==> src/rtl/pipeline_ctrl.sv <==
// pipeline_ctrl: stall chain resolution and redirect/flush sequencing.
// Ports: clk, rst, stall_req, exc_req/exc_pc, mispredict_req/mispredict_pc, sb_empty -> stall, flush, flush_pc, busy.
`ifndef ADDR_BUS
`define ADDR_BUS 31:0
`endif

module pipeline_ctrl #(
    parameter int STAGE_NUM = 6
) (
    input  logic                 clk,
    input  logic                 rst,
    input  logic [STAGE_NUM-1:0] stall_req,
    input  logic                 exc_req,
    input  logic [`ADDR_BUS]     exc_pc,
    input  logic                 mispredict_req,
    input  logic [`ADDR_BUS]     mispredict_pc,
    input  logic                 sb_empty,
    output logic [STAGE_NUM-1:0] stall,
    output logic                 flush,
    output logic [`ADDR_BUS]     flush_pc,
    output logic                 busy
);

    typedef enum logic [1:0] {
        RUN        = 2'd0,
        WAIT_DRAIN = 2'd1,
        FLUSH      = 2'd2
    } state_t;

    state_t                 r_state;
    state_t                 w_next;
    logic [`ADDR_BUS]       r_pend_pc;
    logic [`ADDR_BUS]       r_flush_pc;
    logic [STAGE_NUM-1:0]   w_chain;

    // State and redirect PC registers.
    always_ff @(posedge clk) begin
        if (rst) begin
            r_state    <= RUN;
            r_pend_pc  <= '0;
            r_flush_pc <= '0;
        end else begin
            r_state <= w_next;
            case (r_state)
                RUN: begin
                    if (exc_req) begin
                        if (sb_empty) r_flush_pc <= exc_pc;
                        else          r_pend_pc  <= exc_pc;
                    end else if (mispredict_req) begin
                        r_flush_pc <= mispredict_pc;
                    end
                end
                WAIT_DRAIN: begin
                    if (sb_empty) r_flush_pc <= r_pend_pc;
                end
                default: ;
            endcase
        end
    end

    // Next-state logic; exception beats a same-cycle mispredict.
    always_comb begin
        w_next = r_state;
        case (r_state)
            RUN: begin
                if (exc_req)             w_next = sb_empty ? FLUSH : WAIT_DRAIN;
                else if (mispredict_req) w_next = FLUSH;
            end
            WAIT_DRAIN: begin
                if (sb_empty) w_next = FLUSH;
            end
            FLUSH:   w_next = RUN;
            default: w_next = RUN;
        endcase
    end

    // A stalled stage freezes every stage in front of it.
    always_comb begin
        w_chain = '0;
        w_chain[STAGE_NUM-1] = stall_req[STAGE_NUM-1];
        for (int i = STAGE_NUM - 2; i >= 0; i--) begin
            w_chain[i] = stall_req[i] | w_chain[i+1];
        end
    end

    // Outputs.
    always_comb begin
        stall = '0;
        flush = 1'b0;
        case (r_state)
            RUN:        stall = w_chain;
            WAIT_DRAIN: stall = '1;
            FLUSH:      flush = 1'b1;
            default:    stall = '0;
        endcase
        if (rst) stall = '0;
    end

    assign flush_pc = r_flush_pc;
    assign busy     = (r_state != RUN);

endmodule

==> config.mk <==
export PLATFORM = sky130hd
export DESIGN_NAME = pipeline_ctrl
export DESIGN_NICKNAME = d
export VERILOG_FILES = /design/src/rtl/pipeline_ctrl.sv
export SDC_FILE = /design/constraint.sdc
export NUM_CORES = 1
export LEC_CHECK = 0
export ABC_AREA = 1
export BUFFER_PORTS_ARGS = -buffer_cell sky130_fd_sc_hd__buf_2
export CORE_MARGIN = 2
export CORE_UTILIZATION = 50
export DETAILED_ROUTE_END_ITERATION = 8
export PLACE_DENSITY = 0.79
export SKIP_LAST_GASP = 1
export SLEW_MARGIN = 20
export SYNTH_ARGS = -nofsm -noshare
export SYNTH_HDL_FRONTEND = slang
export SYNTH_SLANG_ARGS = --single-unit
==> constraint.sdc <==
create_clock -name clk -period 1.7 [get_ports clk]
set_clock_uncertainty 0.1 [all_clocks]
set_input_delay 0.17 -clock clk [delete_from_list [all_inputs] [get_ports clk]]
set_output_delay 0.17 -clock clk [all_outputs]
set_load 0.02 [all_outputs]
==> impl_metrics.toml, run 1 <==
[clocking]
root_buffer = "clkbuf_8"
cts_max_path_buffers = 2
post_cts_buffers = 0
h-tree-depth = 3
cts_buffers = 9
insertion_delay_ns = 0.34
clkSlewWorstSetupHoldPaths_ns = 0.07
clock-sinks = 66
cts_tree = "done"

[floorplan]
die_h_um = 85.25
core_area_sq_um = 6350
start_util = 0.5198
die_w_um = 85.25
row_count = 29
dieArea_sq_um = 7268
num_io_pins = 115

[setup_path]
crit_path_end_kind = "output port"
slowest_stage = "dfxtp_1"
reg2regPathDepth = 8
path_cells = "nor2_2 > inv_1 > a31oi_1 > buf_2"
cpLargestDelayFamily = "flip-flops"
r2r_start = "r_state[1]$_SDFFE_PP0P_"
cp.arrival_ns = 1.29
required_ns = 1.43
worst_path_largest_cell_delay_ns = 0.36
start_kind = "flop"
criticalPathCategory = "flop to output port"
r2r_end = "flush_pc[16]$_SDFFE_PP0P_"
cp_max_fo = 4
path_buf_inv = 2
r2r_slack_ns = 0.17

[sta]
timing.final.crit_share = 0.9149
slew_headroom = 0.7841
hold_viol = 0
timing.hold.ws_ns = 0.009919
rsz0062_at_grt = "false"
tightest_slew_ns = 0.3238
clock.fmax_ghz = 0.6429
setup-tns-final_ns = 0
finalSetupViolations = 0
min_period_ns = 1.555
slew_viol_final = 0

[place]
dpl.hpwl_mm = 5.857
placed_area_sq_um = 3919
port-buffer-count = 114
gp_congestion = 0.8154

[synthesis]
synth_cell_types = 22
synth_nets = 595
ys.warnings.count = 0
post-synth-top-area-fraction = 0.4003
syn_area_sq_um = 3301
ys_ff_latch = 66
ys_seq_area_frac = 0.4003
syn_avg_cell_area_sq_um = 6.347
synthTopCellsByArea = "dfxtp_1 (40%), nand2_1 (19%), nor2_1 (15%), nand3_1 (5.2%), o21ai_0 (5.0%)"
syn_inst = 520
synth_area_leader_cell = "dfxtp_1"

[finish]
diodes = 0
post-route-cell-area_sq_um = 4188
final_cell_mix = "nand2_1 (167), nor2_1 (130), buf_2 (114)"
post-route-util = 0.6595
fin_nets = 711
drive_above_1_share = 0.2715
layout_commonest_cell = "nand2_1"
area_delta_synth_final_pct = 26.88

[route]
wl_per_cell_um = 11.79
drt_iter0_markers = 214
wl_met1_mm = 3.664
dr.pass1.iters = 5
vias = 3590
drc = 0
avgViaCountPerCell = 5.000
dr.max_layer_used = "met4"
wl_met3_um = 641
wl_met2_mm = 4.012
antenna_left = 0
routed_wl_mm = 8.463

[power]
ir_drop_uv = 681.6
combPwrFrac = 0.270
p_sw_uw = 1322
power.density_nw_per_um2 = 963.6
seq_power_share = 0.445
switching_share = 0.3275
internal_power_uw = 2714
clkPwrFrac = 0.284
p_leak_uw = 0.002223

[grt]
grt_pass1_vias = 3301
antenna_found_initial = 0
grt_pass1_wl_mm = 14.57
grtUsageTotal = 0.2457
grt-ovfl-total = 0
grt_max_degree = 36

[min_path]
whs_endpoint = "r_pend_pc[23]$_SDFFE_PP0P_"
min-delay-start = "exc_pc[23]"
min_path_type = "primary input to flop"
min_path_cells = 3

[status]
status = "completed"

[run]
max_cap_viol_count = 0
==> power by group through the flow <==
stage | Clock (uW) | Sequential [uW] | Combinational (uW)
finish | 1150 | 1800 | 1090
CTS | 1170 | 1800 | 1090
detailed placement | 0 | 1830 | 1070
global placement | 0 | 1820 | 1060
floorplan | 0 | 1940 | 623
global route | 1260 | 1820 | 1230
==> worst max path at each step <==
stage / cells past startpoint / slack (ns) / endpoint / startpoint
after CTS: 4 / 0.01 / stall[0] / r_state[1]$_SDFFE_PP0P_
after global placement: 7 / 0.16 / flush_pc[23]$_SDFFE_PP0P_ / r_state[0]$_SDFFE_PP0P_
after floorplan: 8 / 0.38 / flush_pc[13]$_SDFFE_PP0P_ / r_state[0]$_SDFFE_PP0P_
after global routing: 4 / 0.01 / stall[3] / r_state[1]$_SDFFE_PP0P_
final: 4 / 0.14 / stall[3] / r_state[1]$_SDFFE_PP0P_
after detailed placement: 7 / 0.12 / flush_pc[16]$_SDFFE_PP0P_ / r_state[0]$_SDFFE_PP0P_
==> kinds of logic after synthesis <==
logic type,count (synthesis),synth area share
buffers and inverters,46,0.07164
flip-flops,66,0.4003
AO/OA/AOI/OAI,38,0.05800
AND/OR/NAND/NOR,370,0.4701
==> synthesized netlist by cell type <==
cell,instances
clkinv_1,1
a31oi_1,1
inv_2,3
nand2_2,3
clkbuf_1,12
nand3_1,34
buf_4,3
o21ai_0,33
nor3_1,1
nand3_2,2
buf_6,5
dfxtp_1,66
a21oi_1,4
or2_1,7
nand2_1,167
inv_1,10
buf_2,10
or2_2,23
nor2_8,1
clkbuf_2,2
nor2_1,131
nor2_4,1
==> layout make-up <==
class | count | area (sq um)
Clock buffer | 14 | 152.6
Clock inverter | 2 | 12.51
Fill cell | 603 | 2162
Inverter | 14 | 52.55
Multi-Input combinational cell | 408 | 1745
Sequential cell | 66 | 1323
Tap cell | 77 | 96.34
Timing Repair Buffer | 137 | 805.8
==> state kept, by name (all words and copies together) (netlist names) <==
register / count
r_pend_pc: 32
r_state: 2
flush_pc: 32
==> through the flow <==
stage | instances | worst slack [ns] | power (uW)
3_3_place_gp | 692 | 0.1583 | 2878
6_report | 718 | 0.1446 | 4035
3_5_place_dp | 692 | 0.1158 | 2904
2_1_floorplan | 520 | 0.3786 | 2567
5_1_grt | 718 | 0.01229 | 4301
4_1_cts | 718 | 0.01444 | 4064
==> layer usage <==
metal | track usage | up-vias
li1 | - | 1827
met1 | 0.3137 | 1603
met2 | 0.4048 | 144
met3 | 0.06128 | 16
met4 | 0.08514 | 0
met5 | 0 | -
==> worst min-delay path, delay by kind of cell <==
kind | cells | cell delay, ns
buf+inv | 1 | 0.09
simple gates | 1 | 0.07
compound gates | 1 | 0.08
==> timing repair <==
item	in CTS	in global routing
hold endpoints to repair	11	0
setup endpoints to repair	0	7
gates resized for setup	0	3
hold buffers	10	0
No activity file was read; power rests on OpenSTA's default activity.
==> run 2, diff against run 1 <==
Settings changed: CORE_MARGIN 2 to default.
==> impl_metrics.toml, run 2 (synthesized netlist as in run 1, its figures left out) <==
[status]
status = "completed"

[sta]
tightest_slew_ns = 0.3955
slew_headroom = 0.7363
slew_viol_final = 0
timing.hold.ws_ns = 0.008107
timing.final.crit_share = 0.9129
setup-tns-final_ns = 0
rsz0062_at_grt = "false"
finalSetupViolations = 0
hold_viol = 0
clock.fmax_ghz = 0.6443
min_period_ns = 1.552

[finish]
post-route-util = 0.6680
area_delta_synth_final_pct = 28.51
fin_nets = 712
layout_commonest_cell = "nand2_1"
drive_above_1_share = 0.2804
fin_cells = 719
diodes = 0
final_cell_mix = "nand2_1 (167), nor2_1 (130), buf_2 (114)"
post-route-cell-area_sq_um = 4242

[grt]
antenna_found_initial = 0
grt-ovfl-total = 0
grt_max_degree = 45
grtUsageTotal = 0.2442
grt_pass1_vias = 3255
grt_pass1_wl_mm = 13.95

[setup_path]
path_cells = "nor2_2 > inv_1 > a31oi_1 > buf_2"
worst_path_largest_cell_delay_ns = 0.36
slowest_stage = "dfxtp_1"
criticalPathCategory = "flop to output port"
crit_path_end_kind = "output port"
required_ns = 1.43
cp_max_fo = 4
start_kind = "flop"
cp.arrival_ns = 1.28

[floorplan]
row_count = 29
num_io_pins = 115
die_h_um = 83.25
dieArea_sq_um = 6931
core_area_sq_um = 6350
die_w_um = 83.25
start_util = 0.5198

[route]
wl_per_cell_um = 11.32
drt_iter0_markers = 226
dr.pass1.iters = 5
antenna_left = 0
routed_wl_mm = 8.141
avgViaCountPerCell = 4.940
drc = 0
vias = 3552

[clocking]
h-tree-depth = 3
clock-sinks = 66
clkSlewWorstSetupHoldPaths_ns = 0.07
root_buffer = "clkbuf_8"
insertion_delay_ns = 0.34
post_cts_buffers = 0
cts_max_path_buffers = 2
cts_tree = "done"
cts_buffers = 9

[place]
placed_area_sq_um = 3921
dpl.hpwl_mm = 5.631
gp_congestion = 0.8121
port-buffer-count = 114
placed_cells = 694

[min_path]
min_path_type = "primary input to flop"

[power]
power.density_nw_per_um2 = 1029
ir_drop_uv = 739.6
p_leak_uw = 0.002249

[run]
max_cap_viol_count = 0
-- run 2: through the flow --
step | power, uW | worst slack [ns]
floorplan | 2567 | 0.3786
global placement | 2872 | 0.1963
detailed placement | 2896 | 0.1629
CTS | 4389 | 0.02026
global route | 4612 | 0.02794
finish | 4363 | 0.1480
-- run 2: worst paths after layout --
path / from / to / slack [ns] / depth (start not counted)
setup / recovery: r_state[1]$_SDFFE_PP0P_ / stall[3] / 0.15 / 4
hold reg to reg: r_pend_pc[0]$_SDFFE_PP0P_ / r_pend_pc[0]$_SDFFE_PP0P_ / 0.35 / 2
setup reg to reg: r_state[1]$_SDFFE_PP0P_ / flush_pc[17]$_SDFFE_PP0P_ / 0.19 / 9
hold / removal: exc_pc[30] / r_pend_pc[30]$_SDFFE_PP0P_ / 0.008 / 3
-- run 2: layer usage --
metal	global-route usage	share of wire	routed length, um
met2	0.4046	0.46	3756
met4	0.09718	0.014	112
met1	0.3127	0.46	3731
met3	0.04672	0.066	540
met5	0	0	0
-- run 2: worst max-delay path, delay by kind of cell, from the launching register on --
kind	cells	cell delay, ns
and+or+nand+nor	1	0.19
AOI/OAI and AO/OA	1	0.13
buffers and inverters	2	0.27
DFF	1	0.36
-- run 2: cell type report --
type                    instances  area (sq um)
inverters                      14         52.55
repair buffers                138         798.3
fillers                       568          2108
multi-input cells             408          1745
well taps                      77         96.34
clock buffers                  10         137.6
clock inverters                 6         88.84
flip-flops and latches         66          1323
-- run 2: power breakdown --
group,switching [uW],internal (uW)
combinational,660,430
sequential,80.2,1710
clock,613,868
total,1350,3010
-- run 2: what timing repair did --
item / CTS / global route
gates resized for setup: 0 / 3
hold endpoints to repair: 10 / 0
hold buffers: 9 / 0
setup endpoints to repair: 0 / 5
